===== src/rtl/wave_shaper.sv =====
// -----------------------------------------------------------------------------
// wave_shaper
//
// Converts the frequency generator's phase counter into an 8-bit phase
// fraction q = floor(((count-1) << 8) / divider) with an 8-step restoring
// divider. It then shapes q into one of four waveforms, scales the result by
// the envelope level and presents a registered sample.
//
// One sample takes 9 cycles from an accepted sample_tick to the sample_valid
// pulse. A new tick is accepted on the same edge that completes a sample.
//
// Optional feature macro: SYNTH_ENV_EN
//   defined   : attack/sustain/release envelope FSM and the sample multiplier
//               are built in.
//   undefined : env_level is a registered copy of the gate (note_on ? 255 : 0),
//               and the raw waveform is gated by note_on. env_tick,
//               attack_step and release_step are ignored.
//
// Ports
//   clk           system clock, rising edge
//   nrst          synchronous active-low reset
//   count         phase counter from the frequency generator (1..divider)
//   divider       period length of the frequency generator
//   note_on       note gate
//   mode          0 square, 1 sawtooth, 2 triangle, 3 falling saw
//   sample_tick   one-cycle sample request; ignored while busy
//   env_tick      one-cycle envelope update strobe
//   attack_step   envelope increment per env_tick in ATTACK (0 means 255)
//   release_step  envelope decrement per env_tick in RELEASE (0 means 255)
//   sample        shaped and scaled sample, held between updates
//   sample_valid  one-cycle pulse when sample updates
//   busy          divider running
//   env_level     current envelope amplitude
// -----------------------------------------------------------------------------
module wave_shaper (
  input  logic        clk,
  input  logic        nrst,
  input  logic [15:0] count,
  input  logic [15:0] divider,
  input  logic        note_on,
  input  logic [1:0]  mode,
  input  logic        sample_tick,
  input  logic        env_tick,
  input  logic [7:0]  attack_step,
  input  logic [7:0]  release_step,
  output logic [7:0]  sample,
  output logic        sample_valid,
  output logic        busy,
  output logic [7:0]  env_level
);

  localparam logic [3:0] LAST_ITER = 4'd8;

  logic        busy_q,   busy_d;
  logic [3:0]  iter_q,   iter_d;
  logic [15:0] rem_q,    rem_d;
  logic [15:0] div_q,    div_d;
  logic [7:0]  quo_q,    quo_d;
  logic [1:0]  mode_q,   mode_d;
  logic        guard_q,  guard_d;
  logic [7:0]  sample_q, sample_d;
  logic        valid_q,  valid_d;
  logic [7:0]  env_q,    env_d;

  logic        finish;
  logic        accept;
  logic [16:0] rem_shift;
  logic [16:0] rem_next;
  logic        rem_ge;
  logic [7:0]  q_final;
  logic [7:0]  raw;
  logic [7:0]  scaled;
  logic        unused_bits;

  // The final edge of a division may also accept the next request,
  // which gives a back-to-back period of 9 cycles.
  assign finish = busy_q && (iter_q == LAST_ITER);
  assign accept = sample_tick && (!busy_q || finish);

  // One restoring step. The remainder always stays below the divisor, so
  // after the shift it fits in 17 bits, and after a subtraction it fits in 16.
  assign rem_shift = {rem_q, 1'b0};
  assign rem_ge    = rem_shift >= {1'b0, div_q};
  assign rem_next  = rem_ge ? (rem_shift - {1'b0, div_q}) : rem_shift;

  // Out-of-range captures still run the full 8 steps. Only the result is masked.
  assign q_final = guard_q ? 8'd0 : quo_q;

  // Waveform shaping. 255-q equals ~q in 8 bits. The triangle doubles
  // whichever half it is in, so it peaks at 254 near q = 127/128.
  always_comb begin
    raw = q_final;
    case (mode_q)
      2'd0:    raw = q_final[7] ? 8'd0 : 8'd255;
      2'd1:    raw = q_final;
      2'd2:    raw = q_final[7] ? {~q_final[6:0], 1'b0} : {q_final[6:0], 1'b0};
      default: raw = ~q_final;
    endcase
  end

`ifdef SYNTH_ENV_EN
  typedef enum logic [1:0] {
    ENV_IDLE,
    ENV_ATTACK,
    ENV_SUSTAIN,
    ENV_RELEASE
  } env_state_e;

  env_state_e  state_q, state_d;
  logic        note_q;
  logic        note_rise;
  logic        note_fall;
  logic [7:0]  a_step;
  logic [7:0]  r_step;
  logic [8:0]  env_sum;
  logic [16:0] product;

  assign note_rise = note_on && !note_q;
  assign note_fall = !note_on && note_q;
  assign a_step    = (attack_step  == 8'd0) ? 8'd255 : attack_step;
  assign r_step    = (release_step == 8'd0) ? 8'd255 : release_step;
  assign env_sum   = {1'b0, env_q} + {1'b0, a_step};

  // Gate edges pick the state first. A coincident env_tick then applies the
  // step of the new state, which is why the case selects on state_d.
  // NOTE: every variable written in always_comb gets its default value at the
  // top, so no path leaves it unassigned and no latch is inferred.
  always_comb begin
    state_d = state_q;
    env_d   = env_q;
    if (note_rise) begin
      state_d = ENV_ATTACK;
    end else if (note_fall && (state_q == ENV_ATTACK || state_q == ENV_SUSTAIN)) begin
      state_d = ENV_RELEASE;
    end
    case (state_d)
      ENV_ATTACK: begin
        if (env_tick) begin
          env_d = env_sum[8] ? 8'd255 : env_sum[7:0];
          if (env_d == 8'd255) state_d = ENV_SUSTAIN;
        end
      end
      ENV_RELEASE: begin
        if (env_tick) begin
          env_d = (env_q > r_step) ? (env_q - r_step) : 8'd0;
          if (env_d == 8'd0) state_d = ENV_IDLE;
        end
      end
      ENV_SUSTAIN: env_d = 8'd255;
      default:     env_d = 8'd0;
    endcase
  end

  // (env_level + 1) lets a full-scale envelope pass raw unchanged.
  assign product = {9'd0, raw} * ({9'd0, env_q} + 17'd1);
  assign scaled  = product[15:8];

  always_ff @(posedge clk) begin
    if (!nrst) begin
      state_q <= ENV_IDLE;
      note_q  <= 1'b0;
    end else begin
      state_q <= state_d;
      note_q  <= note_on;
    end
  end

  assign unused_bits = ^{product[16], product[7:0], rem_next[16]};
`else
  assign env_d  = note_on ? 8'd255 : 8'd0;
  assign scaled = note_on ? raw : 8'd0;

  assign unused_bits = ^{env_tick, attack_step, release_step, rem_next[16]};
`endif

  always_comb begin
    busy_d   = busy_q;
    iter_d   = iter_q;
    rem_d    = rem_q;
    div_d    = div_q;
    quo_d    = quo_q;
    mode_d   = mode_q;
    guard_d  = guard_q;
    sample_d = sample_q;
    valid_d  = 1'b0;

    if (busy_q && !finish) begin
      rem_d  = rem_next[15:0];
      quo_d  = {quo_q[6:0], rem_ge};
      iter_d = iter_q + 4'd1;
    end

    // Scaling uses the envelope level present on the completing edge.
    if (finish) begin
      sample_d = scaled;
      valid_d  = 1'b1;
      busy_d   = 1'b0;
    end

    if (accept) begin
      busy_d  = 1'b1;
      iter_d  = 4'd0;
      rem_d   = (count == 16'd0) ? 16'd0 : (count - 16'd1);
      div_d   = divider;
      mode_d  = mode;
      quo_d   = 8'd0;
      guard_d = (divider == 16'd0) || (count > divider);
    end
  end

  // NOTE: state registers use non-blocking assignments, so every flop samples
  // its _d value from before the edge, regardless of statement order.
  // NOTE: reset is synchronous and clears every register here, including the
  // datapath, so an in-flight division is discarded cleanly.
  always_ff @(posedge clk) begin
    if (!nrst) begin
      busy_q   <= 1'b0;
      iter_q   <= 4'd0;
      rem_q    <= 16'd0;
      div_q    <= 16'd0;
      quo_q    <= 8'd0;
      mode_q   <= 2'd0;
      guard_q  <= 1'b0;
      sample_q <= 8'd0;
      valid_q  <= 1'b0;
      env_q    <= 8'd0;
    end else begin
      busy_q   <= busy_d;
      iter_q   <= iter_d;
      rem_q    <= rem_d;
      div_q    <= div_d;
      quo_q    <= quo_d;
      mode_q   <= mode_d;
      guard_q  <= guard_d;
      sample_q <= sample_d;
      valid_q  <= valid_d;
      env_q    <= env_d;
    end
  end

  assign sample       = sample_q;
  assign sample_valid = valid_q;
  assign busy         = busy_q;
  assign env_level    = env_q;

endmodule


===== config.mk =====
export PLATFORM = sky130hd
export DESIGN_NAME = wave_shaper
export DESIGN_NICKNAME = d
export VERILOG_FILES = /design/src/rtl/wave_shaper.sv
export SDC_FILE = /design/constraint.sdc
export NUM_CORES = 1
export LEC_CHECK = 0
export ABC_AREA = 1
export CORE_UTILIZATION = 35
export DETAILED_ROUTE_END_ITERATION = 10
export HOLD_SLACK_MARGIN = 0.06
export PLACE_DENSITY = 0.55
export SYNTH_ARGS = -nofsm -noshare
export SYNTH_HDL_FRONTEND = slang
export SYNTH_SLANG_ARGS = --single-unit

===== constraint.sdc =====
create_clock -name clk -period 4.6 [get_ports clk]
set_clock_uncertainty 0.15 [all_clocks]
set_input_delay 0.69 -clock clk [delete_from_list [all_inputs] [get_ports clk]]
set_output_delay 0.69 -clock clk [all_outputs]
set_load 0.01 [all_outputs]

# Word level (Yosys, flattened, before mapping)
# Cells that the tools add are included.
totals:
  regBits: 65
  inputBits: 55
  word_cells: 47
classes:
  add_sub_neg: 3
  order_cmp: 2
  n_eq_ne: 3
  mux: 13
  bitwise_logic: 3
  n_reduce_logical: 13
op_table:
  columns: ["operator", "n"]
  rows:
  - ["16-bit two-way mux", 4]
  - ["8-bit two-way mux", 5]
  - ["16-bit logical NOT", 2]
  - ["8-bit one-hot mux with 3 select lines", 1]
  - ["17-bit by 16-bit >= comparator with 1-bit output", 1]
  - ["16-bit greater-than comparator", 1]
  - ["16-bit by 1-bit subtractor with 16-bit output, second input constant", 1]
  - ["16-bit subtractor", 1]
  - ["8-bit NOT", 1]
  - ["7-bit NOT", 1]
  - ["4-bit by 1-bit adder with 4-bit output, second input constant", 1]
  - ["4-bit equality test, second input constant", 1]
  - ["2-bit nonzero test", 2]
  - ["1-bit logical AND", 3]
  - ["1-bit two-way mux", 3]
  - ["2-bit by 1-bit equality test with 1-bit output, second input constant", 1]
  - ["2-bit equality test, second input constant", 1]
  - ["1-bit logical NOT", 2]
  - ["2-bit logical NOT", 1]
  - ["1-bit logical OR", 2]
  - ["2-bit OR reduction", 1]
  - ["1-bit NOT", 1]

# Depth between registers and ports, before layout
# Gate-level depths: netlist (run 1).
depth:
  depth_word: 6
  ltp_mapped: 15

# Least setup slack after synthesis (run 1)
# OpenSTA, ideal clock, no wires.
synth_timing:
  path_type: "input to register"
  startpoint: "in count[0]"
  endpoint: "reg rem_q[14]"
  setup_time_ns: 0.121
  arrival_time_ns: 1.757
  path_slack_ns: 2.572
  cell_stages: 8
  n_path_buf: 0
  path_cell_list: "inv_1 ha_1 nand2_1 nor2_1 nand2_1 xor2_1 a22oi_1 a21oi_1"
synth_via:
  elab_chain_cells: 3
  word_cells_on_any_way: 4
synth_rtl:
  columns: ["item", "line_no", "source"]
  rows:
  - ["from (decl)", "38", "input logic [15:0] count,"]
  - ["16-bit by 1-bit subtractor with 16-bit output / 16-bit logical NOT (equally long branches)", "203", "rem_d = (count == 16'd0) ? 16'd0 : (count - 16'd1);"]
  - ["16-bit two-way mux *", "203", null]
  - ["16-bit two-way mux *", "200", "if (accept) begin"]
  - ["to (signal assigned)", "230", "rem_q <= rem_d;"]
  - ["to (decl)", "56", "logic [15:0] rem_q, rem_d;"]
# Mark *: on every way between the ends. The rest lies on a longest branch, timed or not.
# A chain may end at the register's enable or synchronous reset.

# Worst setup path in the final report (run 1)
layout_timing:
  startpoint: "reg iter_q[0]"
  endpoint: "reg rem_q[9]"
layout_via:
  elab_chain_cells: 5
  word_cells_on_any_way: 8
layout_rtl:
  columns: ["item", "line_no", "source"]
  rows:
  - ["from (decl)", "55", "logic [3:0] iter_q, iter_d;"]
  - ["from (signal assigned)", "229", "iter_q <= iter_d;"]
  - ["4-bit equality test *", "77", "assign finish = busy_q && (iter_q == LAST_ITER);"]
  - ["1-bit logical AND *", "77", null]
  - ["1-bit logical OR / 1-bit logical NOT (equally long branches)", "78, 187", null]
  - ["1-bit logical AND, on equally long branches", "78, 187", null]
  - ["16-bit two-way mux / 2-bit nonzero test (equally long branches)", null, null]
# Marks and branches as above.

==> results of run 1 <==
## final timing paths
kind              from         to  slack [ns]  cells past startpoint
max reg2reg  iter_q[0]   rem_q[9]        2.02                     12
min reg2reg  div_q[14]  div_q[14]        0.31                      2
max          iter_q[0]   rem_q[9]        2.02                     12
min          div_q[14]  div_q[14]        0.31                      2
## cells by family (layout without fill, tap and decap cells)
kind of cell               count (synthesis)  in the layout  share of synthesized area [%]
AOI/OAI and AO/OA                        139            139                           16.0
xor gates and xnor gates                  15             15                           2.81
adders and majority gates                 37             37                           10.1
buffers and inverters                    147            195                           13.0
DFF                                       58             58                           24.9
and+or+nand+nor                          343            343                           33.2
## stage by stage
step           area (sq um)  hold slack, ns
2_1_floorplan          4670           0.283
3_3_place_gp           5300           0.299
3_5_place_dp           5300           0.302
4_1_cts                5570           0.310
5_1_grt                5570           0.340
6_report               5570           0.308
## critical path, delay by kind of cell (launching register included)
family	cells	cell delay (ns)
simple gates	8	1.47
buf+inv	3	0.26
fa+ha+maj	1	0.20
flops	1	0.37
## synth_stat cells, types with 4 or more instances
cell type,instances
a21oi_1,75
a31oi_1,4
buf_2,6
buf_4,8
clkbuf_1,8
dfxtp_1,58
ha_1,36
inv_1,118
inv_2,4
nand2_1,187
nand2_2,4
nand3_1,51
nand3_2,4
nand3b_1,7
nand4_1,14
nor2_1,50
nor2_2,5
nor2_4,4
nor3_1,6
o211ai_1,10
o21ai_0,41
xnor2_1,5
xor2_1,10
## area by class of cell
class | count | area share (%)
multi-input cells | 534 | 52.1
flip-flops and latches | 58 | 20.8
repair buffers | 57 | 10.1
inverters | 122 | 8.22
clock buffers | 11 | 4.35
well taps | 172 | 3.86
clock inverters | 5 | 0.539
## sequential cells by signal (all words and copies together) (netlist names)
signal and cells:
rem_q 16, busy 1, mode_q 2, env_level 1, div_q 16, guard_q 1, iter_q 4, quo_q 8
sample 8, sample_valid 1
## report_power, final
part / leakage (nW) / switching (mW) / internal (mW)
combinational: 1.93 / 0.556 / 0.315
sequential: 0.476 / 0.0303 / 0.545
clock: 0.131 / 0.230 / 0.375
## layer usage
metal | part of all wire [%] | wire length [um] | vias to the layer above | GRT usage, %
li1 | - | - | 2476 | -
met1 | 51 | 6550 | 2133 | 27.1
met2 | 44 | 5690 | 102 | 30.4
met3 | 4.4 | 568 | 14 | 3.29
met4 | 1.1 | 141 | 0 | 4.73
met5 | 0 | 0 | - | 0
## placed cells by master (no fill, tap or decap), drive strengths merged, types with 9 or more instances in the layout
| master | n |
|---|---|
| nand2 | 193 |
| inv | 122 |
| a21oi | 76 |
| nor2 | 59 |
| dfxtp | 58 |
| clkdlybuf4s50 | 55 |
| nand3 | 55 |
| o21ai | 42 |
| ha | 36 |
| nand4 | 14 |
| clkbuf | 11 |
| xor2 | 10 |
| o211ai | 10 |
| nor3 | 9 |
==> results.ini, run 1 <==
[die]
fp.dieH_um=118
rows=41
initial_core_util_pct=36.4
core_sq_mm=0.0128
ios=73
die_w_um=118
die_area_sq_mm=0.0138

[detailed_routing]
postRouteAntennaNets=0
wl_per_cell_um=13.5
drc=0
drt_wl_total_um=12900
vias_per_cell=4.93
routed-via-count=4725
drt-initial-drc-count=241
drt_pre_antenna_iters=5

[critical_path]
required_ns=4.67
cp-start-kind=register
cp-end-kind=register
slowest_delay_ns=0.49
crit_chain=inv_1 > ha_1 > nand3_1 > nand2_1 > nand2_1 > inv_1 > nand2_1 > nor2_1 > nor2_1 > nand3_1 > nand2_1 > inv_1
path_max_fanout=14
cp.arrival_ns=2.65
slowest_stage=nand2_1
crit_type=register to register
path_common_cell=nand2_1

[cells_and_area]
fill_cells=1410
drive_above_1_share_pct=5.84
nets=874
seqCellArea_sq_mm=0.00116
layout.cells.non_filler=959
syn_to_final_growth_pct=19.3
multiInputGateArea_sq_mm=0.00290
final_util_pct=43.5
antenna_cells=0

[clock_tree]
cts_tree=yes
clock_sinks=58
clk_latency_ns=0.33
numCtsBuffers=9
clk_path_buf_depth=2
cts_setup_buffers=0
cts_resized=0
clk_pin_slew_ns=0.05
cts-root-buf=clkbuf_16
hold_buffers=0
htreeDepth=3

[synthesis]
synthCells=739
synth_edf_count=0
synth-seq-area-share_pct=24.9
yosysTopAreaCellShare_pct=24.9
yosys.area.top_type=dfxtp_1
synth_cell_type_count=44
synthTopCellsByArea=dfxtp_1, nand2_1, ha_1
synth.net_count=831
async_flop_share_pct=0
syn_area_sq_mm=0.00467
synth_warnings=0
ys.flop_type=dfxtp_1
avgSynthCellArea_sq_um=6.32
synth_seq_cells=58

[placed_design]
hpwlAfterDp_um=10400
dp.cells=943
port-buffer-count=55
place_ws_ns=1.87
gp_congestion=0.885

[sta]
worst_pin_slew_ns=0.562
rsz0062_at_grt=false
setup_violations=0
drv_slew=0
finalWorstSetupSlack_ns=2.02
worst_slew_margin_rel_pct=62.5
finalHoldViolCount=0
period_share_pct=56.0
finalCriticalPeriod_ns=2.58
fin_setup_tns_ns=0
max_freq_ghz=0.388

[power_and_ir_drop]
power.density_mw_per_mm2=368
peakVddDrop_mv=0.221
p_leak_nw=2.54
total_power_mw=2.05

[global_routing]
grt_pass1_wl_um=21600
overflow=0
first_global_vias=4398
grt.total_usage_pct=19.3
antenna_found_initial=0
grt_max_degree=37

[job]
drv_cap=0

[hold_path]
worstHoldPathType=register to register

[outcome]
status=finished clean

(Power assumes the default switching activity.)
==> run 2: changes to the inputs <==
==> constraint.sdc (replaced) <==
create_clock -name clk -period 2.4 [get_ports clk]
set_clock_uncertainty 0.15 [all_clocks]
set_input_delay 0.36 -clock clk [delete_from_list [all_inputs] [get_ports clk]]
set_output_delay 0.36 -clock clk [all_outputs]
set_load 0.01 [all_outputs]
==> run 2 against run 1 <==
  * Critical path depth is 2 higher
  * Routed wire length about the same
  * First-iteration DRC count grew 28%
  * Die area stayed put
  * Sequential power rose by 91%
  * Register-to-register slack lost 1.8 ns
  * Sequential share of layout area is 0.54 points lower
  * Worst setup slack worse by 1.8 ns
  * Clock-buffer cell count shrank 1
  * Via count up 0.68%
  * Largest power group unchanged
==> results.ini, run 2 (synthesis results as in run 1) <==
[hold_path]
worstHoldPathType=register to register

[sta]
finalCriticalPeriod_ns=2.19  ; -0.382 ns
fin_setup_tns_ns=0  ; unchanged
drv_slew=0  ; unchanged
worst_slew_margin_rel_pct=62.3  ; -0.14 points
setup_violations=0  ; unchanged
finalHoldViolCount=0  ; unchanged
period_share_pct=91.4  ; +35 points
rsz0062_at_grt=false
worst_pin_slew_ns=0.564  ; +0.00207 ns
max_freq_ghz=0.456  ; +17%

[critical_path]
cp-end-kind=register
cp.arrival_ns=2.22  ; -0.43 ns
crit_type=register to register
path_max_fanout=13  ; -1
required_ns=2.43  ; -2.24 ns
cp-start-kind=register

[detailed_routing]
top_layer_used=met4
vias_per_cell=4.89  ; -0.77%
wl_per_cell_um=13.3  ; -1.5%
drt-initial-drc-count=309  ; +28%
drc=0  ; unchanged
wl_met1_um=6540  ; about the same
drt_pre_antenna_iters=5  ; unchanged
routed-via-count=4757  ; +0.68%
wl_met2_um=5660  ; -0.53%
drt_wl_total_um=12900  ; about the same
postRouteAntennaNets=0  ; unchanged
wl_met3_um=570  ; +0.35%

[cells_and_area]
top_regs=div_q: 16 flops, rem_q: 16 flops
layout_commonest_cell=nand2_1
antenna_cells=0  ; unchanged
layout.cells.most_common_list=nand2_1, inv_1, a21oi_1
nets=889  ; +1.7%
drive_above_1_share_pct=7.74  ; +1.9 points
syn_to_final_growth_pct=22.5

[clock_tree]
htreeDepth=3  ; unchanged
clk_latency_ns=0.33  ; about the same
clk_path_buf_depth=2  ; unchanged
numCtsBuffers=9  ; unchanged
clk_pin_slew_ns=0.06  ; about the same
hold_buffers=0  ; unchanged
clock_sinks=58  ; unchanged
cts_setup_buffers=0  ; unchanged
cts_tree=yes
cts-root-buf=clkbuf_16

[job]
drv_cap=0  ; unchanged

[global_routing]
grt.total_usage_pct=19.2  ; -0.12 points
grt_pass1_wl_um=21600  ; +0.13%
overflow=0  ; unchanged
first_global_vias=4445  ; +1.1%
grt_max_degree=26  ; -30%
antenna_found_initial=0  ; unchanged

[power_and_ir_drop]
power.density_mw_per_mm2=714  ; +94%
total_power_mw=4.09  ; +99%
p_leak_nw=2.62  ; +3.3%
peakVddDrop_mv=0.351  ; +59%

[die]
fp.dieH_um=118  ; unchanged
core_sq_mm=0.0128  ; unchanged
die_area_sq_mm=0.0138  ; unchanged
rows=41  ; unchanged
initial_core_util_pct=36.4  ; unchanged
ios=73  ; unchanged
die_w_um=118  ; unchanged

[placed_design]
hpwlAfterDp_um=10600  ; +1.6%
port-buffer-count=55  ; unchanged
gp_congestion=0.864  ; -2.4%

[outcome]
status=finished clean

==> run 2: cell count changes in the layout (fill, tap and decap cells not counted) <==
cell	delta
buf_4	+14
buf_6	+1
bufinv_16	+1
clkbuf_1	-1
clkinv_2	-1
nand2_4	-1
nand2_8	+1
nor2_1	-1
nor2_2	+1
==> run 2: metal layers <==
metal	GRT usage [%]	vias to the layer above
met5	0	-
met4	5.45	0
met3	2.42	13
met2	29.2	121
met1	28.0	2121
li1	-	2502
==> run 2: layout make-up <==
class                      instances  area (sq um)
fill                            1380          7100
multi-input combinational        534          2910
sequential                        58          1160
timing repair buffer              72           682
inverter                         122           458
clock buffer                      10           239
tap                              172           215
clock inverter                     5          55.1
==> run 2: worst paths after layout <==
kind,from,end,slack [ns],cells after the start
max,div_q[1],rem_q[14],0.21,14
min,div_q[14],div_q[14],0.31,2
max reg2reg,div_q[1],rem_q[14],0.21,14
min reg2reg,div_q[14],div_q[14],0.31,2
==> run 2: worst max-delay path, cell delays in order, from the launching register on <==
cell and delay (ns):
dfxtp_1 0.34, inv_1 0.06, ha_1 0.31, ha_1 0.22, nand2_1 0.08, nor2_2 0.05, nand3_2 0.08, nor2_4 0.05
nor2_4 0.20, buf_6 0.19, nand3_1 0.09, nand2_1 0.06, inv_1 0.04, nand2_1 0.07, a21oi_1 0.07
==> run 2: what timing repair did <==
action / in CTS / in global routing
hold endpoints to repair: 0 / 0
resized for setup: 0 / 3
setup endpoints to repair: 0 / 1
==> run 2: report_power, final <==
part | switching [mW] | leakage, nW | internal, mW
Sequential | 0.0572 | 0.476 | 1.04
Clock | 0.433 | 0.140 | 0.820
Combinational | 1.09 | 2.01 | 0.644
Total | 1.58 | 2.62 | 2.51
==> run 2: through the flow <==
step | hold slack, ns | setup WS (ns) | util (%) | instances | area, sq um
finish | 0.308 | 0.207 | 44.6 | 973 | 5720
global route | 0.332 | 0.0128 | 44.6 | 973 | 5720
CTS | 0.310 | 0.145 | 44.5 | 973 | 5710
detailed placement | 0.302 | 0.0615 | 42.2 | 958 | 5410
global placement | 0.297 | 0.131 | 42.2 | 958 | 5410
floorplan | 0.283 | 0.498 | - | 739 | 4670
==> run 3: changes to the inputs <==
--- a/config.mk
+++ b/config.mk
@@ -6,10 +6,11 @@
 export NUM_CORES = 1
 export LEC_CHECK = 0
 export ABC_AREA = 1
-export CORE_UTILIZATION = 35
+export CAP_MARGIN = 10
+export CORE_UTILIZATION = 50
 export DETAILED_ROUTE_END_ITERATION = 10
 export HOLD_SLACK_MARGIN = 0.06
-export PLACE_DENSITY = 0.55
+export PLACE_DENSITY = 0.74
 export SYNTH_ARGS = -nofsm -noshare
 export SYNTH_HDL_FRONTEND = slang
 export SYNTH_SLANG_ARGS = --single-unit
==> run 3 against run 2 <==
  * Global-route usage increased by 8.5 points
  * Flip-flop and latch count stayed put
  * Total power shrank 5.0%
  * Clock power decreased by 16%
  * Final cell count decreased by 6.9%
  * Combinational power about the same
==> results.ini, run 3 (synthesis results as in run 1) <==
[die]
initial_core_util_pct=52.5  ; +16 points
die_w_um=98.7  ; -16%
rows=34  ; -17%
fp.dieH_um=98.7  ; -16%
core_sq_mm=0.00889  ; -31%
ios=73  ; unchanged
die_area_sq_mm=0.00973  ; -30%

[sta]
finalCriticalPeriod_ns=2.22  ; +0.0281 ns
drv_slew=0  ; unchanged
finalHoldViolCount=0  ; unchanged
worst_pin_slew_ns=0.565  ; +0.000581 ns
period_share_pct=92.6  ; +1.2 points
setup_violations=0  ; unchanged
worst_slew_margin_rel_pct=62.3  ; about the same
finalWorstSetupSlack_ns=0.178  ; -0.0281 ns
holdWs_ns=0.313  ; +0.00477 ns
max_freq_ghz=0.450  ; -1.3%

[detailed_routing]
routed-via-count=4889  ; +2.8%
drt_wl_total_um=12800  ; -1.1%
postRouteAntennaNets=0  ; unchanged
drc=0  ; unchanged
drt-initial-drc-count=382  ; +24%
wl_met2_um=5830  ; +3.1%
wl_met3_um=821  ; +44%
wl_met1_um=6010  ; -8.2%
drt_pre_antenna_iters=5  ; unchanged
vias_per_cell=5.40  ; +10%
wl_per_cell_um=14.1  ; +6.2%
top_layer_used=met4

[power_and_ir_drop]
total_power_mw=3.88  ; -5.0%
p_leak_nw=2.57  ; -1.9%
power.density_mw_per_mm2=699  ; -2.2%
peakVddDrop_mv=0.287  ; -18%

[global_routing]
grt_pass1_wl_um=21800  ; +1.0%
antenna_found_initial=0  ; unchanged
first_global_vias=4668  ; +5.0%
overflow=0  ; unchanged
grt.total_usage_pct=27.7  ; +8.5 points
grt_max_degree=30  ; +15%

[critical_path]
slowest_delay_ns=0.35  ; about the same
cp-end-kind=register
crit_type=register to register
required_ns=2.44  ; about the same
cp.arrival_ns=2.26  ; +0.04 ns
crit_chain=inv_1 > ha_1 > ha_1 > nand2_1 > nor2_1 > nand3_2 > nor2_4 > nor2_4 > buf_6 > nand3_1 > nand2_1 > inv_1 > nand2_1 > a21oi_1
path_max_fanout=15  ; +2
cp-start-kind=register
slowest_stage=dfxtp_1
path_common_cell=nand2_1

[clock_tree]
cts-root-buf=clkbuf_8
cts_tree=yes
clk_pin_slew_ns=0.08  ; +0.02 ns
clk_path_buf_depth=2  ; unchanged
htreeDepth=3  ; unchanged
hold_buffers=0  ; unchanged
numCtsBuffers=9  ; unchanged
clk_latency_ns=0.34  ; about the same
cts_resized=0  ; unchanged
cts_setup_buffers=0  ; unchanged
clock_sinks=58  ; unchanged

[cells_and_area]
final_util_pct=62.5  ; +18 points
syn_to_final_growth_pct=18.9
drive_above_1_share_pct=7.14  ; -0.60 points
layout.cells.most_common_list=nand2_1, inv_1, a21oi_1
top_regs=div_q: 16 flops, rem_q: 16 flops
seqCellArea_sq_mm=0.00116  ; unchanged
layout_commonest_cell=nand2_1
multiInputGateArea_sq_mm=0.00292  ; +0.21%
fill_cells=872  ; -37%
antenna_cells=0  ; unchanged
nets=885  ; -0.45%

[placed_design]
place_ws_ns=0.0607  ; -0.000796 ns
gp_congestion=0.927  ; +7.2%
port-buffer-count=55  ; unchanged
hpwlAfterDp_um=10200  ; -4.2%

[hold_path]
worstHoldPathType=register to register

[job]
drv_cap=0  ; unchanged

[outcome]
status=finished clean

run 3: cell types whose count changed in the layout (fill, tap and decap cells not counted), sizes merged:
cell | before | now
buf | 17 | 13
clkbuf | 10 | 12
clkinvlp | 2 | 0
bufinv | 1 | 2
run 3: area by class of cell:
type / count / share of cell area [%]
clock buffer: 12 / 2.79
clock inverter: 4 / 1.33
inverter: 122 / 8.25
multi-input combinational: 534 / 52.6
sequential: 58 / 20.9
tap: 108 / 2.43
timing repair buffer: 68 / 11.7
run 3: critical path: cells and delay by family, from the launching register on:
family / cells / cell delay [ns]
compound gates: 1 / 0.06
simple gates: 8 / 0.67
buf+inv: 3 / 0.30
fa+ha+maj: 2 / 0.54
flops: 1 / 0.35
run 3: final timing paths:
| path | slack (ns) | endpoint | cells after the start | from |
|---|---|---|---|---|
| worst max-delay path | 0.18 | rem_q[14] | 14 | div_q[1] |
| worst min register to register | 0.31 | sample[2] | 2 | sample[2] |
| worst min-delay path | 0.31 | sample[2] | 2 | sample[2] |
| worst max register to register | 0.18 | rem_q[14] | 14 | div_q[1] |
run 3: where the power goes:
group / internal (mW) / switching, mW / leakage (nW)
clock network: 0.642 / 0.407 / 0.117
logic: 0.640 / 1.09 / 1.98
registers: 1.04 / 0.0579 / 0.476
total: 2.33 / 1.55 / 2.57
run 3: per-stage QoR:
| stage | instance area (sq um) | setup TNS, ns | cells |
|---|---|---|---|
| 2_1_floorplan | 4670 | 0 | 739 |
| 3_3_place_gp | 5300 | 0 | 890 |
| 3_5_place_dp | 5300 | 0 | 890 |
| 4_1_cts | 5530 | 0 | 906 |
| 5_1_grt | 5550 | -0.00338 | 906 |
| 6_report | 5550 | 0 | 906 |
run 3: routing by layer:
layer	up-vias	GRT usage [%]
li1	2486	-
met1	2223	38.4
met2	170	45.3
met3	10	4.11
met4	0	6.89
met5	-	0
